## config.mk

```make
export PLATFORM = sky130hd
export DESIGN_NAME = regfile_access_ctrl_flat
export DESIGN_NICKNAME = d
export VERILOG_FILES = /design/src/rtl/regfile_access_ctrl_pkg.sv /design/src/rtl/regfile_access_ctrl_if.sv /design/src/rtl/regfile_access_ctrl_arb.sv /design/src/rtl/regfile_access_ctrl.sv /design/src/flat_wrapper.sv
export SDC_FILE = /design/constraint.sdc
export NUM_CORES = 1
export LEC_CHECK = 0
export ABC_CLOCK_PERIOD_IN_PS = 6500
export CAP_MARGIN = 5
export CORE_AREA = 2 2 71 73
export CTS_CLUSTER_DIAMETER = 120
export DETAILED_ROUTE_END_ITERATION = 8
export DIE_AREA = 0 0 73 75
export GPL_TIMING_DRIVEN = 1
export PLACE_DENSITY = 0.83
export SLEW_MARGIN = 10
export SYNTH_ARGS = -nofsm -noshare
export SYNTH_HDL_FRONTEND = slang
export SYNTH_HIERARCHICAL = 1
export SYNTH_SLANG_ARGS = --single-unit
```

## constraint.sdc

```tcl
create_clock -name clk -period 6.5 [get_ports clk]
set_input_delay 1.3 -clock clk [delete_from_list [all_inputs] [get_ports clk]]
set_output_delay 1.3 -clock clk [all_outputs]
set_load 0.02 [all_outputs]
```

## src/rtl/regfile_access_ctrl_pkg.sv

```systemverilog
// Shared types and constants for the register-file access controller.
// Holds the controller state encoding and the entry-count helper.
package regfile_ctrl_pkg;

  typedef enum logic {
    IDLE  = 1'b0,
    CLEAR = 1'b1
  } state_t;

  localparam int unsigned DEFAULT_DEPTH   = 8;
  localparam int unsigned DEFAULT_WIDTH   = 16;
  localparam int unsigned DEFAULT_NUM_REQ = 2;

  // Number of regfile entries addressed by a DEPTH-bit address.
  function automatic int unsigned entry_count(input int unsigned depth);
    return 32'd1 << depth;
  endfunction

endpackage

```

## src/rtl/regfile_access_ctrl_if.sv

```systemverilog
// Requester-side bus of the register-file access controller: flattened
// per-requester request fields plus the shared registered read response.
interface regfile_req_if #(
  parameter int DEPTH   = 8,
  parameter int WIDTH   = 16,
  parameter int NUM_REQ = 2
) ();

  logic [NUM_REQ-1:0]       req_valid;
  logic [NUM_REQ-1:0]       req_we;
  logic [NUM_REQ*DEPTH-1:0] req_addr;
  logic [NUM_REQ*WIDTH-1:0] req_wdata;
  logic [NUM_REQ-1:0]       req_ready;
  logic [NUM_REQ-1:0]       rsp_valid;
  logic [WIDTH-1:0]         rsp_rdata;

  modport master (
    output req_valid, req_we, req_addr, req_wdata,
    input  req_ready, rsp_valid, rsp_rdata
  );

  modport slave (
    input  req_valid, req_we, req_addr, req_wdata,
    output req_ready, rsp_valid, rsp_rdata
  );

endinterface

```

## src/rtl/regfile_access_ctrl_arb.sv

```systemverilog
// One-hot request arbiter. REGFILE_CTRL_RR_EN selects round-robin with a
// pointer that advances past each accepted winner; otherwise lowest index wins.
module rr_arbiter #(
  parameter int NUM_REQ = 2
) (
`ifdef REGFILE_CTRL_RR_EN
  input  logic               clk,
  input  logic               reset,
  input  logic               advance,
`endif
  input  logic [NUM_REQ-1:0] req,
  output logic [NUM_REQ-1:0] grant
);

`ifdef REGFILE_CTRL_RR_EN
  localparam int PTR_W = (NUM_REQ > 1) ? $clog2(NUM_REQ) : 1;

  logic [PTR_W-1:0] ptr;
  logic [PTR_W-1:0] ptr_next;
  logic             found;
  int               idx;

  // NOTE: every variable driven here gets a default before any branch, so no
  // path leaves a value unassigned and no latch is inferred.
  always_comb begin
    grant    = '0;
    ptr_next = ptr;
    found    = 1'b0;
    idx      = 0;
    for (int k = 0; k < NUM_REQ; k++) begin
      idx = (int'(ptr) + k) % NUM_REQ;
      if (!found && req[idx]) begin
        grant[idx] = 1'b1;
        found      = 1'b1;
        ptr_next   = PTR_W'((idx + 1) % NUM_REQ);
      end
    end
  end

  // NOTE: state registers use non-blocking assignments and a synchronous,
  // active-high reset sampled only on the clock edge.
  always_ff @(posedge clk) begin
    if (reset) begin
      ptr <= '0;
    end else if (advance) begin
      ptr <= ptr_next;
    end
  end
`else
  logic found;

  always_comb begin
    grant = '0;
    found = 1'b0;
    for (int k = 0; k < NUM_REQ; k++) begin
      if (!found && req[k]) begin
        grant[k] = 1'b1;
        found    = 1'b1;
      end
    end
  end
`endif

endmodule

```

## src/rtl/regfile_access_ctrl.sv

```systemverilog
// Shares a 1W/1R register file among NUM_REQ requesters and sequences a bulk
// zero-clear. Arbitration mode is selected by the REGFILE_CTRL_RR_EN macro.
module regfile_access_ctrl
  import regfile_ctrl_pkg::*;
#(
  parameter int DEPTH   = 8,
  parameter int WIDTH   = 16,
  parameter int NUM_REQ = 2
) (
  input  logic             clk,
  input  logic             reset,
  regfile_req_if.slave     bus,
  input  logic             clear_start,
  output logic             busy,
  output logic             clear_done,
  output logic [DEPTH-1:0] rf_waddr,
  output logic [WIDTH-1:0] rf_wdata,
  output logic             rf_we,
  output logic [DEPTH-1:0] rf_raddr,
  input  logic [WIDTH-1:0] rf_rdata
);

  localparam int unsigned      ENTRIES   = entry_count(DEPTH);
  localparam logic [DEPTH-1:0] LAST_ADDR = DEPTH'(ENTRIES - 1);

  state_t               state;
  state_t               state_next;
  logic [DEPTH-1:0]     clr_cnt;
  logic [NUM_REQ-1:0]   arb_grant;
  logic [NUM_REQ-1:0]   grant;
  logic [NUM_REQ-1:0]   rd_grant;
  logic                 win_we;
  logic [DEPTH-1:0]     win_addr;
  logic [WIDTH-1:0]     win_wdata;

  rr_arbiter #(
    .NUM_REQ (NUM_REQ)
  ) u_arb (
`ifdef REGFILE_CTRL_RR_EN
    .clk     (clk),
    .reset   (reset),
    .advance (|grant),
`endif
    .req     (bus.req_valid),
    .grant   (arb_grant)
  );

  // Select the winning requester's fields; the arbiter grant is one-hot.
  always_comb begin
    win_we    = 1'b0;
    win_addr  = '0;
    win_wdata = '0;
    for (int i = 0; i < NUM_REQ; i++) begin
      if (arb_grant[i]) begin
        win_we    = bus.req_we[i];
        win_addr  = bus.req_addr[i*DEPTH +: DEPTH];
        win_wdata = bus.req_wdata[i*WIDTH +: WIDTH];
      end
    end
  end

  // Outputs are gated by reset so a reset landing mid-clear suppresses the
  // write of the current address instead of completing it.
  always_comb begin
    state_next = state;
    grant      = '0;
    rf_we      = 1'b0;
    rf_waddr   = '0;
    rf_wdata   = '0;
    rf_raddr   = '0;
    if (!reset) begin
      case (state)
        IDLE: begin
          if (clear_start) begin
            state_next = CLEAR;
          end else begin
            grant = arb_grant;
            if (|arb_grant) begin
              if (win_we) begin
                rf_we    = 1'b1;
                rf_waddr = win_addr;
                rf_wdata = win_wdata;
              end else begin
                rf_raddr = win_addr;
              end
            end
          end
        end
        CLEAR: begin
          rf_we    = 1'b1;
          rf_waddr = clr_cnt;
          if (clr_cnt == LAST_ADDR) begin
            state_next = IDLE;
          end
        end
        default: state_next = IDLE;
      endcase
    end
  end

  assign bus.req_ready = grant;
  assign rd_grant      = (|grant && !win_we) ? grant : '0;
  assign busy          = (state == CLEAR);

  always_ff @(posedge clk) begin
    if (reset) begin
      state         <= IDLE;
      clr_cnt       <= '0;
      clear_done    <= 1'b0;
      bus.rsp_valid <= '0;
      bus.rsp_rdata <= '0;
    end else begin
      state         <= state_next;
      clr_cnt       <= (state == CLEAR) ? clr_cnt + 1'b1 : '0;
      clear_done    <= (state == CLEAR) && (clr_cnt == LAST_ADDR);
      bus.rsp_valid <= rd_grant;
      if (|rd_grant) begin
        bus.rsp_rdata <= rf_rdata;
      end
    end
  end

endmodule

```

## src/flat_wrapper.sv

```systemverilog
// flat-port wrapper written by rule: the top's interface ports become plain ports
module regfile_access_ctrl_flat import regfile_ctrl_pkg::*;
#(
  parameter int DEPTH   = 8,
  parameter int WIDTH   = 16,
  parameter int NUM_REQ = 2
)
  (clk, reset, clear_start, busy, clear_done, rf_waddr, rf_wdata, rf_we, rf_raddr, rf_rdata, bus_req_valid, bus_req_we, bus_req_addr, bus_req_wdata, bus_req_ready, bus_rsp_valid, bus_rsp_rdata);
  regfile_req_if #(.DEPTH(DEPTH), .WIDTH(WIDTH), .NUM_REQ(NUM_REQ)) bus_i ();
  input  logic clk;
  input  logic reset;
  input  logic clear_start;
  output logic busy;
  output logic clear_done;
  output logic [DEPTH-1:0] rf_waddr;
  output logic [WIDTH-1:0] rf_wdata;
  output logic rf_we;
  output logic [DEPTH-1:0] rf_raddr;
  input  logic [WIDTH-1:0] rf_rdata;
  input wire logic [$bits(bus_i.req_valid)-1:0] bus_req_valid;
  input wire logic [$bits(bus_i.req_we)-1:0] bus_req_we;
  input wire logic [$bits(bus_i.req_addr)-1:0] bus_req_addr;
  input wire logic [$bits(bus_i.req_wdata)-1:0] bus_req_wdata;
  output wire logic [$bits(bus_i.req_ready)-1:0] bus_req_ready;
  output wire logic [$bits(bus_i.rsp_valid)-1:0] bus_rsp_valid;
  output wire logic [$bits(bus_i.rsp_rdata)-1:0] bus_rsp_rdata;
  assign bus_i.req_valid = bus_req_valid;
  assign bus_i.req_we = bus_req_we;
  assign bus_i.req_addr = bus_req_addr;
  assign bus_i.req_wdata = bus_req_wdata;
  assign bus_req_ready = bus_i.req_ready;
  assign bus_rsp_valid = bus_i.rsp_valid;
  assign bus_rsp_rdata = bus_i.rsp_rdata;
  regfile_access_ctrl #(.DEPTH(DEPTH), .WIDTH(WIDTH), .NUM_REQ(NUM_REQ)) u_core (.clk(clk), .reset(reset), .bus(bus_i), .clear_start(clear_start), .busy(busy), .clear_done(clear_done), .rf_waddr(rf_waddr), .rf_wdata(rf_wdata), .rf_we(rf_we), .rf_raddr(rf_raddr), .rf_rdata(rf_rdata));
endmodule
```

==> impl_metrics.csv, run 1 <==
group,metric,value,unit
outcome,outcome,"finished, final reports clean",
sta,relSlewSlack,23.0,%
global_route,grt_pass1_vias,1684,
worst_setup_path,end_kind,"output pin",
worst_hold_path,worstHoldPathType,"register to register",
final_layout,seq_area,561,sq um
worst_setup_path,cp.required,5.20,ns
clock_network,cts_sinks,28,
final_layout,fill_cells,424,
synthesis,synthAdderAreaFrac,0.764,%
routing,routedWlPerCell,14.6,um
clock_network,cts_buffer_depth,2,
power,powerDensity,136,nW/um^2
final_layout,fin_nets,377,
global_route,antenna_found_initial,0,
global_route,grt_pass1_wl,7760,um
synthesis,synth_top_family_by_area,"simple AND/OR/NAND/NOR gates",
sta,rsz0062_at_grt,"no",
global_route,grt_overflow,0,
clock_network,cts_hold_buf,0,
clock_network,clk_pin_slew,0.09,ns
worst_hold_path,hold_start,"u_core/clr_cnt[0]",
worst_setup_path,arrival,4.22,ns
worst_setup_path,slowest_delay,0.89,ns
routing,dr_total_vias,1819,
power,ir_drop,0.0737,mV
synthesis,synthXorXnorAreaFrac,1.60,%
power,cellLeakagePower,1.10,nW
floorplanning,fp.dieH,75,um
routing,drt_iter0_markers,35,
sta,period_share,85.0,%
synthesis,netlist_area,1640,sq um
worst_setup_path,ff2ff_path_depth,4,
final_layout,fin_cells,358,
worst_hold_path,hold_depth,1,
clock_network,cts-resized-gates,0,
global_route,met3_usage,5.49,%
synthesis,yosysMostFrequentCell,"nor2_1",
worst_setup_path,crit_chain,"clkdlybuf4s50_1, nor2b_4, buf_4, and3b_1, o21ai_1, o21ai_0, clkdlybuf4s50_1",
sta,fin_skew,0.00231,ns
routing,drtAntennaViolNets,0,
worst_setup_path,timing.rr.end,"u_core/bus.rsp_rdata[12]",
worst_hold_path,worstHoldEndpoint,"u_core/clr_cnt[0]",
global_route,grtUsageTotal,17.9,%
clock_network,tritoncts,"done",
synthesis,synth_compound_area_share,18.1,%
worst_setup_path,slowest_stage,"o21ai_1",
synthesis,synthSimpleGateAreaFrac,25.9,%
synthesis,syn_nets,260,
final_layout,multi_input_area,985,sq um
floorplanning,die_width,73,um
final_layout,n_antenna_cell,0,
routing,finalWirelength,5240,um
worst_setup_path,critPathMostFrequentCell,"clkdlybuf4s50_1",
clock_network,worstSkewPairLatency,0.27,ns
sta,setup_viol,0,
synthesis,yosysWarnings,6,
placement,place_inst,354,
clock_network,clock-root-buffer,"clkbuf_8",
synthesis,synth_flop_cell,"dfxtp_1",
worst_setup_path,cpLargestDelayFamily,"buffers and inverters",
clock_network,cts_max_level,1,
global_route,use_met1,21.2,%
routing,firstDrtPassIters,4,
global_route,busiest_layer,"met2",
sta,final_hold_viol_count,0,
worst_setup_path,reg2reg_from,"u_core/busy",
synthesis,synthArstFlopShare,0,%
synthesis,synth_top_area_share,34.2,%
synthesis,synthMuxAreaShare,13.8,%
floorplanning,die_area,5480,sq um
routing,drc,0,
floorplanning,core-area,4660,sq um
sta,worst_pin_slew,1.15,ns
placement,hpwl,4170,um
floorplanning,initial_core_util,35.1,%
sta,fmax,0.181,GHz
final_layout,layout-drive-gt1-share,8.22,%
clock_network,postCtsSetupRepairBufs,0,
floorplanning,floorplan.rows,25,
synthesis,synth_area_leaders,"dfxtp_1 (34%), mux2_4 (11%), a22oi_1 (11%)",
global_route,use_met2,31.8,%
synthesis,synth_cells,188,
clock_network,numCtsBuffers,3,
synthesis,ys_seq_elements,28,
floorplanning,ios,126,
flow_run,drv_cap,0,
synthesis,synth_top_cell_by_area,"dfxtp_1",
placement,port_buffers,125,
synthesis,synth_common_cells,"nor2_1 (32), dfxtp_1 (28), a22oi_1 (23)",
sta,tns,0,ns
sta,slew_viol_final,0,
sta,hold_ws,0.470,ns
worst_setup_path,cp_max_fo,30,
synthesis,yosysSeqAreaShare,34.2,%
final_layout,area_growth_syn_to_layout,80.5,%
placement,globalplace.congestion,0.797,
worst_setup_path,critPathLaunchType,"input port",
synthesis,yosys.cell_types.count,33,
synthesis,avgSynthCellArea,8.71,sq um
worst_setup_path,ff2ff_setup_slack,4.31,ns
routing,viasPerCell,5.08,
global_route,grt_max_degree,36,
sta,fin_crit,5.52,ns
synthesis,synth_edf_count,0,
worst_setup_path,critPathKind,"input port to output pin",
worst_setup_path,crit_buf_inv,3,
-- metrics by stage --
stage | utilization, % | cell area, sq um | setup slack [ns] | total power [W]
CTS | 63.4 | 2960 | 0.993 | 0.000409
global route | 63.4 | 2960 | 0.763 | 0.000424
detailed placement | 62.3 | 2900 | 0.991 | 0.000302
global placement | 62.3 | 2900 | 1.06 | 0.000300
floorplan | - | 1640 | 2.36 | 0.000235
finish | 63.4 | 2960 | 0.977 | 0.000403
-- per-layer routing --
| metal | part of all wire (%) | vias up |
|---|---|---|
| met5 | 0 | - |
| met4 | 0.36 | 0 |
| met3 | 10 | 2 |
| met2 | 48 | 91 |
| met1 | 41 | 829 |
| li1 | - | 897 |
-- cell type report --
cell class | count | area share [%]
inverter | 2 | 0.254
clock buffer | 4 | 1.86
sequential | 28 | 19.0
timing repair buffer | 129 | 43.3
tap | 54 | 2.29
multi-input combinational | 141 | 33.3
-- power breakdown --
part / internal, W / switching [W] / total (W)
registers: 0.000178 / 0.00000419 / 0.000182
logic: 0.0000715 / 0.0000445 / 0.000116
clock network: 0.0000541 / 0.0000511 / 0.000105
total: 0.000303 / 0.0000998 / 0.000403
-- cell usage in the layout (no fill, tap or decap), drive strengths merged, types with 3 or more instances in the layout --
master,synthesis,final
nor2,32,32
mux2,16,16
or3,3,3
o21ai,6,6
clkdlybuf4s50,0,125
clkbuf,13,4
o31ai,7,7
and2,3,3
nand3b,8,8
buf,4,4
a21oi,5,5
dfxtp,28,28
nor2b,19,19
nand3,3,3
a22oi,23,23
-- logic make-up (layout without fill, tap and decap cells) --
family / Yosys count / after routing
AOI/OAI and AO/OA: 43 / 43
DFF: 28 / 28
adders and majority gates: 1 / 1
and+or+nand+nor: 78 / 78
xor gates and xnor gates: 3 / 3
muxes: 16 / 16
buffers and inverters: 19 / 135
-- how the worst max path moves through the flow --
| stage | startpoint | cells after the start | to |
|---|---|---|---|
| 6_report | bus_req_valid[0] | 7 | rf_waddr[7] |
| 5_1_grt | bus_req_valid[0] | 7 | rf_waddr[7] |
| 4_1_cts | bus_req_valid[0] | 7 | rf_waddr[7] |
| 3_5_place_dp | bus_req_valid[0] | 7 | rf_waddr[7] |
| 3_3_place_gp | bus_req_valid[0] | 7 | rf_waddr[7] |
| 2_1_floorplan | bus_req_valid[1] | 6 | rf_waddr[4] |
-- flip-flops by register name, indices dropped and copies added (netlist names) --
register / count
u_core/busy: 1
u_core/bus.rsp_valid: 2
u_core/clear_done: 1
u_core/clr_cnt: 8
u_core/bus.rsp_rdata: 16
-- worst reg2reg max path, stage by stage, from the launching register on --
cell and delay, ns:
dfxtp_1 0.45, nor3_1 0.32, or4b_1 0.67, buf_4 0.31, mux2_4 0.33
Power figures use the tool's default switching activity.
==> run 2, diff against run 1 <==
--- a/config.mk
+++ b/config.mk
@@ -5,14 +5,14 @@
 export SDC_FILE = /design/constraint.sdc
 export NUM_CORES = 1
 export LEC_CHECK = 0
-export ABC_CLOCK_PERIOD_IN_PS = 6500
+export ABC_CLOCK_PERIOD_IN_PS = 4600
 export CAP_MARGIN = 5
-export CORE_AREA = 2 2 71 73
+export CORE_AREA = 2 2 77 79
 export CTS_CLUSTER_DIAMETER = 120
 export DETAILED_ROUTE_END_ITERATION = 8
-export DIE_AREA = 0 0 73 75
+export DIE_AREA = 0 0 79 81
 export GPL_TIMING_DRIVEN = 1
-export PLACE_DENSITY = 0.83
+export PLACE_DENSITY = 0.75
 export SLEW_MARGIN = 10
 export SYNTH_ARGS = -nofsm -noshare
 export SYNTH_HDL_FRONTEND = slang
==> constraint.sdc (replaced) <==
create_clock -name clk -period 4.6 [get_ports clk]
set_input_delay 0.92 -clock clk [delete_from_list [all_inputs] [get_ports clk]]
set_output_delay 0.92 -clock clk [all_outputs]
set_load 0.02 [all_outputs]
==> run 2 against run 1 <==
  * Sequential cell count stayed put
  * Cell count increased by 6.1%
  * Combinational power grew 43%
  * Via count is 1.8% lower
  * Clock-buffer cell count shrank 1
  * Critical path depth shrank 1
  * Non-clock buffer count increased by 2
  * Die area is 17% higher
  * Wire length up 3.1%
  * Critical endpoint is now rf_raddr[4]
==> impl_metrics.csv, run 2 (synthesis gave the netlist of run 1 again) <==
group,metric,value,unit
clock_network,cts_sinks,28,
power,switching_share,25.1,%
power,intPower,0.000412,W
global_route,use_met2,27.5,%
routing,dr_total_vias,1786,
floorplanning,initial_core_util,28.9,%
sta,fmax,0.231,GHz
global_route,antenna_found_initial,0,
power,ir_drop,0.121,mV
final_layout,multi_input_area,985,sq um
global_route,grt_max_degree,35,
worst_setup_path,slowest_delay,0.73,ns
routing,routedWlPerCell,14.2,um
floorplanning,floorplan.rows,28,
clock_network,postCtsSetupRepairBufs,0,
final_layout,layout_common_cells,"clkdlybuf4s50_1 (125), nor2_1 (32), dfxtp_1 (28)",
final_layout,layout_commonest_cell,"clkdlybuf4s50_1",
placement,place_area,2940,sq um
final_layout,area_growth_syn_to_layout,82.2,%
clock_network,clock-root-buffer,"clkbuf_8",
worst_setup_path,critPathKind,"input port to output pin",
worst_setup_path,crit_chain,"clkdlybuf4s50_1, nor2b_4, and3b_1, or4b_1, nor2_1, clkdlybuf4s50_1",
sta,relSlewSlack,56.8,%
floorplanning,die_width,79,um
clock_network,tritoncts,"done",
placement,port_buffers,125,
routing,finalWirelength,5400,um
final_layout,fin_cells,380,
final_layout,fill_cells,548,
placement,globalplace.congestion,0.764,
clock_network,worstSkewPairLatency,0.26,ns
power,power.total,0.000549,W
floorplanning,ios,126,
global_route,grt_pass1_wl,8400,um
placement,place_inst,377,
sta,fin_crit,4.33,ns
final_layout,largest-register,"u_core/bus.rsp_rdata",
worst_setup_path,crit_buf_inv,2,
routing,viasPerCell,4.70,
global_route,busiest_layer,"met2",
clock_network,clk_pin_slew,0.09,ns
worst_setup_path,critPathLaunchType,"input port",
floorplanning,core-area,5680,sq um
routing,drtAntennaViolNets,0,
placement,dp_slack,0.273,ns
power,clockPowerShare,23.0,%
worst_setup_path,cpLargestDelayFamily,"simple AND/OR/NAND/NOR gates",
power,cellLeakagePower,1.10,nW
clock_network,cts_buffer_depth,2,
outcome,outcome,"finished, final reports clean",
worst_setup_path,critPathMostFrequentCell,"clkdlybuf4s50_1",
worst_setup_path,cp_max_fo,9,
power,p_sw,0.000138,W
sta,period_share,94.1,%
worst_hold_path,worstHoldPathType,"register to register",
global_route,grtUsageTotal,16.3,%
worst_setup_path,arrival,3.41,ns
clock_network,cts_max_level,1,
routing,firstDrtPassIters,4,
power,comb_power_share,30.2,%
floorplanning,fp.dieH,81,um
final_layout,layout-drive-gt1-share,8.52,%
final_layout,n_antenna_cell,0,
flow_run,drv_cap,0,
final_layout,largest_reg_flops,16,
final_layout,final_cell_area,2980,sq um
sta,rsz0062_at_grt,"no",
power,powerDensity,184,nW/um^2
clock_network,cts_hold_buf,0,
worst_setup_path,end_kind,"output pin",
sta,slew_viol_final,0,
clock_network,numCtsBuffers,3,
final_layout,largest_registers,"u_core/bus.rsp_rdata x16, u_core/clr_cnt x8, u_core/bus.rsp_valid x2",
sta,setup_slack,0.272,ns
worst_setup_path,cp.required,3.68,ns
sta,worst_pin_slew,0.643,ns
global_route,use_met1,20.4,%
final_layout,fin_nets,379,
sta,fin_skew,0.00397,ns
floorplanning,die_area,6400,sq um
placement,hpwl,4260,um
power,seq_power_share,46.8,%
final_layout,seq_area,561,sq um
worst_setup_path,slowest_stage,"or4b_1",
sta,final_hold_viol_count,0,
sta,setup_viol,0,
global_route,grt_pass1_vias,1759,
routing,drt_iter0_markers,42,
routing,drc,0,
clock_network,cts-resized-gates,0,
global_route,met3_usage,5.33,%
global_route,grt_overflow,0,
sta,tns,0,ns
run 2: cell count changes in the layout (fill, tap and decap cells not counted):
cell      before  now
buf_4          4    6
clkbuf_8       4    3
run 2: area by class of cell:
cell class / instances / share of cell area [%]
multi-input combinational: 141 / 33.0
sequential: 28 / 18.8
inverter: 2 / 0.252
clock buffer: 3 / 1.38
tap: 75 / 3.14
timing repair buffer: 131 / 43.4
run 2: per-stage QoR:
stage                     utilization (%)  hold WS [ns]
after detailed placement             51.9         0.454
after CTS                            52.6         0.476
after global placement               51.9         0.447
after floorplan                         -         0.430
after global routing                 52.6         0.507
final                                52.6         0.472
run 2: metal layers:
layer	wire, um	share of wire [%]
met5	0	0
met1	2290	42
met2	2560	47
met4	36	0.67
met3	514	9.5
run 2: power by group through the flow:
stage                     combinational [W]  sequential (W)  clock [W]
after floorplan                   0.0000607        0.000271          0
after global placement             0.000165        0.000262          0
after detailed placement           0.000166        0.000263          0
after CTS                          0.000166        0.000257   0.000133
after global routing               0.000178        0.000259   0.000148
final                              0.000166        0.000257   0.000126
run 2: worst paths after layout:
path                          start                      end  slack (ns)  cells past startpoint
hold / removal    u_core/clr_cnt[0]        u_core/clr_cnt[0]        0.47                      1
setup reg to reg        u_core/busy  u_core/bus.rsp_rdata[4]        2.37                      4
hold reg to reg   u_core/clr_cnt[0]        u_core/clr_cnt[0]        0.47                      1
setup / recovery   bus_req_valid[0]              rf_raddr[4]        0.27                      6
